`src/rtl/simon_cipher_sched_pkg.sv`:
```
// ============================================================================
// Module      : simon_pkg
// Description : Shared constants, state encoding and round/key helpers for
//               the Simon 32/64 sequencer.
// Revision    : 1.0 - initial release
// ============================================================================
`default_nettype none

package simon_pkg;

    localparam logic [15:0] c_simon_c = 16'hFFFC;
    // Bit j (LSB = 0) is element j of the z0 sequence.
    localparam logic [61:0] c_z0 =
        62'b01100111000011010100100010111110110011100001101010010001011111;

    typedef logic [1:0] state_t;
    localparam state_t ST_IDLE   = 2'd0;
    localparam state_t ST_KEYEXP = 2'd1;
    localparam state_t ST_RUN    = 2'd2;
    localparam state_t ST_DONE   = 2'd3;

    function automatic logic [15:0] f(input logic [15:0] x);
        return ({x[14:0], x[15]} & {x[7:0], x[15:8]}) ^ {x[13:0], x[15:14]};
    endfunction

    function automatic logic [15:0] key_step(
        input logic [15:0] k_im1,
        input logic [15:0] k_im3,
        input logic [15:0] k_im4,
        input logic        zbit
    );
        logic [15:0] t;
        t = {k_im1[2:0], k_im1[15:3]} ^ k_im3;
        t = t ^ {t[0], t[15:1]};
        return k_im4 ^ t ^ c_simon_c ^ {15'd0, zbit};
    endfunction

endpackage

`default_nettype wire

```
`src/rtl/simon_cipher_sched_round.sv`:
```
// ============================================================================
// Module      : simon_round
// Description : One combinational Simon 32/64 Feistel round.
// Revision    : 1.0 - initial release
// ============================================================================
`default_nettype none

module simon_round
    import simon_pkg::*;
(
    input  logic [15:0] x,
    input  logic [15:0] y,
    input  logic [15:0] k,
    output logic [15:0] x_next,
    output logic [15:0] y_next
);

    assign x_next = y ^ f(x) ^ k;
    assign y_next = x;

endmodule

`default_nettype wire

```
`src/rtl/simon_cipher_sched.sv`:
```
// ============================================================================
// Module      : simon_cipher_sched
// Description : Simon 32/64 key-expansion and block sequencer with a shared
//               round-key file. Optional SIMON_DECRYPT_EN adds a dec input.
// Revision    : 1.0 - initial release
// ============================================================================
`default_nettype none

module simon_cipher_sched
    import simon_pkg::*;
#(
    parameter int N_ROUNDS = 32
) (
    input  logic        clk,
    input  logic        rst,
    input  logic        key_valid,
    output logic        key_ready,
    input  logic [63:0] key_in,
    input  logic        pt_valid,
    output logic        pt_ready,
    input  logic [31:0] pt_in,
`ifdef SIMON_DECRYPT_EN
    input  logic        dec,
`endif
    output logic        ct_valid,
    input  logic        ct_ready,
    output logic [31:0] ct_out,
    output logic        key_ok,
    output logic        busy
);

    localparam logic [4:0] c_last = 5'(N_ROUNDS - 1);

    state_t      r_state;
    logic [4:0]  r_cnt;
    logic [15:0] r_key [0:31];
    logic [15:0] r_x;
    logic [15:0] r_y;
    logic        r_key_ok;
    logic        r_ct_valid;
    logic [31:0] r_ct_out;
    logic        w_dec;
    logic        w_dec_in;
    logic [4:0]  w_kidx;
    logic [5:0]  w_zidx;
    logic [15:0] w_newk;
    logic [15:0] w_xn;
    logic [15:0] w_yn;
    logic        w_key_acc;
    logic        w_pt_acc;

`ifdef SIMON_DECRYPT_EN
    logic r_dec;
    assign w_dec    = r_dec;
    assign w_dec_in = dec;

    always_ff @(posedge clk or posedge rst) begin
        if (rst)
            r_dec <= 1'b0;
        else if (w_pt_acc)
            r_dec <= dec;
    end
`else
    assign w_dec    = 1'b0;
    assign w_dec_in = 1'b0;
`endif

    assign key_ready = (r_state == ST_IDLE);
    assign pt_ready  = (r_state == ST_IDLE) & r_key_ok & ~key_valid;
    assign busy      = (r_state != ST_IDLE);
    assign key_ok    = r_key_ok;
    assign ct_valid  = r_ct_valid;
    assign ct_out    = r_ct_out;

    assign w_key_acc = (r_state == ST_IDLE) & key_valid;
    assign w_pt_acc  = pt_valid & pt_ready;

    // Decryption walks the stored schedule backwards.
    assign w_kidx = w_dec ? (c_last - r_cnt) : r_cnt;
    assign w_zidx = {1'b0, r_cnt} - 6'd4;
    assign w_newk = key_step(r_key[r_cnt - 5'd1], r_key[r_cnt - 5'd3],
                             r_key[r_cnt - 5'd4], c_z0[w_zidx]);

    simon_round u_round (
        .x      (r_x),
        .y      (r_y),
        .k      (r_key[w_kidx]),
        .x_next (w_xn),
        .y_next (w_yn)
    );

    always_ff @(posedge clk or posedge rst) begin
        if (rst) begin
            for (int i = 0; i < 32; i++)
                r_key[i] <= 16'd0;
        end else if (w_key_acc) begin
            r_key[0] <= key_in[15:0];
            r_key[1] <= key_in[31:16];
            r_key[2] <= key_in[47:32];
            r_key[3] <= key_in[63:48];
        end else if (r_state == ST_KEYEXP) begin
            r_key[r_cnt] <= w_newk;
        end
    end

    always_ff @(posedge clk or posedge rst) begin
        if (rst) begin
            r_state    <= ST_IDLE;
            r_cnt      <= 5'd0;
            r_x        <= 16'd0;
            r_y        <= 16'd0;
            r_key_ok   <= 1'b0;
            r_ct_valid <= 1'b0;
            r_ct_out   <= 32'd0;
        end else begin
            case (r_state)
                ST_IDLE: begin
                    if (w_key_acc) begin
                        r_key_ok <= 1'b0;
                        r_cnt    <= 5'd4;
                        r_state  <= ST_KEYEXP;
                    end else if (w_pt_acc) begin
                        r_x     <= w_dec_in ? pt_in[15:0]  : pt_in[31:16];
                        r_y     <= w_dec_in ? pt_in[31:16] : pt_in[15:0];
                        r_cnt   <= 5'd0;
                        r_state <= ST_RUN;
                    end
                end
                ST_KEYEXP: begin
                    if (r_cnt == c_last) begin
                        r_key_ok <= 1'b1;
                        r_state  <= ST_IDLE;
                    end else begin
                        r_cnt <= r_cnt + 5'd1;
                    end
                end
                ST_RUN: begin
                    r_x <= w_xn;
                    r_y <= w_yn;
                    if (r_cnt == c_last) begin
                        r_ct_out   <= w_dec ? {w_yn, w_xn} : {w_xn, w_yn};
                        r_ct_valid <= 1'b1;
                        r_state    <= ST_DONE;
                    end else begin
                        r_cnt <= r_cnt + 5'd1;
                    end
                end
                ST_DONE: begin
                    if (ct_ready) begin
                        r_ct_valid <= 1'b0;
                        r_state    <= ST_IDLE;
                    end
                end
                default: r_state <= ST_IDLE;
            endcase
        end
    end

endmodule

`default_nettype wire

```
`config.mk`:
```
export PLATFORM = sky130hd
export DESIGN_NAME = simon_cipher_sched
export DESIGN_NICKNAME = d
export VERILOG_FILES = /design/src/rtl/simon_cipher_sched_pkg.sv /design/src/rtl/simon_cipher_sched_round.sv /design/src/rtl/simon_cipher_sched.sv
export SDC_FILE = /design/constraint.sdc
export NUM_CORES = 2
export LEC_CHECK = 0
export BUFFER_PORTS_ARGS = -buffer_cell sky130_fd_sc_hd__buf_2
export CAP_MARGIN = 20
export CORE_MARGIN = 3
export CORE_UTILIZATION = 59
export DETAILED_ROUTE_END_ITERATION = 6
export PLACE_DENSITY = 0.77
export SLEW_MARGIN = 20
export SYNTH_ARGS = -nofsm -noshare
export SYNTH_HDL_FRONTEND = slang
export SYNTH_SLANG_ARGS = --single-unit
```
`constraint.sdc`:
```
create_clock -name clk -period 27.6 [get_ports clk]
set_input_delay 4.14 -clock clk [delete_from_list [all_inputs] [get_ports clk]]
set_output_delay 4.14 -clock clk [all_outputs]
set_load 0.005 [all_outputs]
```
==> metrics.txt <==
# TYPE chip_impl_metric gauge
chip_impl_metric{name="hold_buffers",unit=""} 0
chip_impl_metric{name="start_util",unit="%"} 60.1
chip_impl_metric{name="first_global_vias",unit=""} 31000
chip_impl_info{name="ctsRootBufferMaster",value="sky130_fd_sc_hd__clkbuf_16"} 1
chip_impl_metric{name="min_period_over_period",unit="%"} 32.1
chip_impl_metric{name="synthesized_area_per_cell",unit="µm²"} 10.5
chip_impl_info{name="top_library_cells_by_usage_in_the_layout_fill_and_taps_aside",value="sky130_fd_sc_hd__nand2_1, sky130_fd_sc_hd__dfrtp_1, sky130_fd_sc_hd__o21ai_0"} 1
chip_impl_metric{name="setup_viol",unit=""} 0
chip_impl_metric{name="drt.antenna.violating_nets",unit=""} 0
chip_impl_metric{name="drt_iter0_markers",unit=""} 4715
chip_impl_metric{name="synth_fp_nets",unit=""} 3547
chip_impl_metric{name="boundaryPins",unit=""} 138
chip_impl_metric{name="die_h",unit="µm"} 252
chip_impl_metric{name="first_pass_grt_wire_length",unit="µm"} 193000
chip_impl_metric{name="hpwl",unit="µm"} 82900
chip_impl_info{name="setup.worst_path.end_class",value="output port"} 1
chip_impl_metric{name="post_synth_inst_count",unit=""} 3428
chip_impl_metric{name="cts.reportedPaths.clkPinSlew",unit="ps"} 60
chip_impl_metric{name="report.final.slew_viol_count",unit=""} 0
chip_impl_metric{name="final_nets",unit=""} 3502
chip_impl_metric{name="cts_post_setup_buffers_inserted",unit=""} 0
chip_impl_metric{name="numPortBuffers",unit=""} 137
chip_impl_metric{name="fin_cells",unit=""} 4205
chip_impl_info{name="timing.critical_path.slowest_stage_cell",value="sky130_fd_sc_hd__and2_1"} 1
chip_impl_metric{name="grt_total_usage",unit="%"} 40.8
chip_impl_metric{name="drt-pass1-iter-count",unit=""} 7
chip_impl_metric{name="synth-edff-count",unit=""} 0
chip_impl_metric{name="pin_count_of_the_biggest_net_entering_global_routing",unit=""} 127
chip_impl_metric{name="clock-skew-final",unit="ps"} 21.8
chip_impl_metric{name="routability_congestion_estimate_from_global_placement",unit=""} 0.980
chip_impl_metric{name="grt.overflow.total",unit=""} 0
chip_impl_metric{name="hold_viol",unit=""} 0
chip_impl_metric{name="synth_simple_gate_area_share",unit="%"} 12.2
chip_impl_metric{name="cp.arrival",unit="ps"} 4730
chip_impl_metric{name="fraction_of_layout_instances_using_a_drive_strength_above_1",unit="%"} 22.1
chip_impl_metric{name="vias_per_cell",unit=""} 7.35
chip_impl_metric{name="cts-buffers-inserted",unit=""} 61
chip_impl_metric{name="postSynthRegisterBits",unit=""} 585
chip_impl_info{name="holdCritPathClass",value="flop to flop"} 1
chip_impl_metric{name="synth_fa_ha_area_share",unit="%"} 0.629
chip_impl_metric{name="htreeDepth",unit=""} 2
chip_impl_metric{name="core.rowCount",unit=""} 89
chip_impl_metric{name="detail_route.wl_per_cell",unit="µm"} 30.6
chip_impl_info{name="yosys_most_used_dff",value="sky130_fd_sc_hd__dfrtp_1"} 1
chip_impl_metric{name="critical_path_buf_inv_count",unit=""} 2
chip_impl_metric{name="max_cap_viol_count",unit=""} 0
chip_impl_info{name="cp_cell_sequence",value="buf_2 -> nor2_1 -> and2_1 -> buf_2"} 1
chip_impl_metric{name="synth_cell_types",unit=""} 56
chip_impl_metric{name="fillerInstances",unit=""} 4387
chip_impl_info{name="result_of_the_run",value="completed"} 1
chip_impl_metric{name="cp.required",unit="ps"} 23460
chip_impl_metric{name="fin_tns_setup",unit="ps"} 0
chip_impl_metric{name="area_of_the_die",unit="mm²"} 0.0637
chip_impl_metric{name="vias",unit=""} 30900
chip_impl_info{name="rsz0062_at_grt",value="false"} 1
chip_impl_metric{name="synth_seq_area_share",unit="%"} 40.9
chip_impl_metric{name="clock_insertion_delay_worst_skew",unit="ps"} 680
chip_impl_metric{name="die_width",unit="µm"} 252
chip_impl_metric{name="synth-async-reset-ratio",unit="%"} 100
chip_impl_metric{name="timing.slew.headroom",unit="%"} 18.5
chip_impl_info{name="clock_tree_from_tritoncts",value="yes"} 1
chip_impl_metric{name="drt_drc_violations_left",unit=""} 0
chip_impl_metric{name="synth_compound_area_share",unit="%"} 12.4
chip_impl_metric{name="core_area",unit="mm²"} 0.0596
chip_impl_metric{name="post_cts_resized",unit=""} 0
chip_impl_metric{name="area_growth_syn_to_layout",unit="%"} 9.07
chip_impl_metric{name="antenna_found_initial",unit=""} 2
chip_impl_info{name="cp-start-kind",value="input port"} 1
chip_impl_metric{name="worst-path-max-fanout",unit=""} 4
chip_impl_info{name="timing.critical_path.mode_cell",value="sky130_fd_sc_hd__buf_2"} 1
chip_impl_info{name="critPathTopFamily",value="simple AND/OR/NAND/NOR gates"} 1
chip_impl_metric{name="yosys-mux-area-fraction",unit="%"} 26.5
chip_impl_metric{name="cp_slowest_stage_delay",unit="ps"} 210
chip_impl_metric{name="syn-cell-area",unit="mm²"} 0.0358
chip_impl_metric{name="synth_warnings",unit=""} 0
chip_impl_info{name="most_common_library_cell_in_the_layout_ignoring_fill_and_taps",value="sky130_fd_sc_hd__nand2_1"} 1
chip_impl_metric{name="worstMarginPinSlew",unit="ps"} 1220
chip_impl_metric{name="cts.sink_count",unit=""} 585
chip_impl_metric{name="clock.fmax",unit="MHz"} 113
chip_impl_metric{name="placed_cells",unit=""} 4093
chip_impl_metric{name="placed_cell_area",unit="mm²"} 0.0370
chip_impl_metric{name="final_wl",unit="µm"} 129000
chip_impl_metric{name="clock_tree.buffer_depth",unit=""} 3
chip_impl_info{name="largest_family_of_logic_cells_by_synthesized_area",value="multiplexers"} 1
chip_impl_metric{name="fin_area",unit="mm²"} 0.0391
chip_impl_metric{name="final_period_minus_worst_setup_slack",unit="ps"} 8870
chip_impl_metric{name="synth-xor-area-share",unit="%"} 2.97
chip_impl_info{name="path_class",value="input port to output port"} 1
## cell type report
cell class	count	area [µm²]	share of cell area, %
diodes	2	5.00	0.0128
clock buffers	92	1820	4.67
multi-input cells	2491	19900	51.0
clock inverters	18	267	0.682
repair buffers	219	1320	3.37
inverters	25	101	0.259
flip-flops and latches	585	14600	37.5
well taps	773	967	2.47
## per-layer routing
layer  share of wire [%]  GRT usage (%)
met4                  10           32.3
met2                  43           58.7
met1                  32           48.5
met3                  15           16.7
met5                0.20           3.68
## logic make-up (layout without fill, tap and decap cells)
family,after synthesis,count (layout)
buffers and inverters,352,354
and+or+nand+nor,1098,1098
AOI/OAI and AO/OA,736,736
adders and majority gates,18,18
DFF,585,585
muxes,526,526
xor gates and xnor gates,113,113
other,0,2
## state kept, by name, summed over array words and instances (netlist names)
name,cells
r_x,16
r_key,512
ct_out,32
r_state,2
r_y,16
key_ok,1
ct_valid,1
r_cnt,5
## synthesized netlist by cell type, drive strengths merged, types with 3 or more instances
library cell  count  share of area, %
nand4            13              0.23
and3              7              0.12
nor2             43              0.46
a41oi             6              0.15
nand3           105               1.5
mux4            335                21
a22oi            42              0.88
o2111ai           4             0.098
buf             137               2.1
a22o             19              0.46
a31oi            18              0.31
a32oi            30              0.73
o211ai            3             0.063
a32o              3             0.084
clkbuf          190               2.0
a211oi            8              0.17
dfrtp           585                41
xor2             36              0.98
o21ai           492               6.9
a21oi            14              0.20
ha               18              0.63
o221ai           64               1.6
xnor2            77               2.0
and2              7              0.12
mux2i           153               4.3
a221oi           19              0.48
nand2           901               9.4
mux2             38               1.2
a311oi            6              0.15
nor3             11              0.15
nor2b             3             0.052
inv              24              0.25
## path summary, 6_finish.rpt
kind / from / endpoint / slack (ps) / depth (start not counted)
min in group asynchronous: rst / r_key[29]$_DFFE_PP0P_ / 3650 / 2
worst max-delay path: key_valid / pt_ready / 18730 / 4
worst max register to register: r_cnt[1]$_DFFE_PP0P_ / r_key[457]$_DFFE_PP0P_ / 20100 / 13
max in group asynchronous: rst / r_key[391]$_DFFE_PP0P_ / 21460 / 4
worst min-delay path: ct_out[26]$_DFFE_PP0P_ / ct_out[26]$_DFFE_PP0P_ / 480 / 2
worst min register to register: ct_out[26]$_DFFE_PP0P_ / ct_out[26]$_DFFE_PP0P_ / 480 / 2
## tightest hold or removal path, delay by kind of cell, from the launching register on
kind | cells | cell delay [ps]
compound gates | 1 | 60
flops | 1 | 340
simple gates | 1 | 50
## stage by stage
| step | util, % | hold slack (ps) | setup WS [ps] |
|---|---|---|---|
| final | 65.6 | 481 | 18730 |
| after global routing | 65.6 | 513 | 18700 |
| after CTS | 65.6 | 487 | 18740 |
| after floorplan | - | 459 | 7090 |
| after detailed placement | 62.0 | 473 | 18740 |
| after global placement | 62.0 | 455 | 18700 |
Power is not shown: default switching activity piles up to over one toggle a cycle in this logic, so the estimate is an artifact.
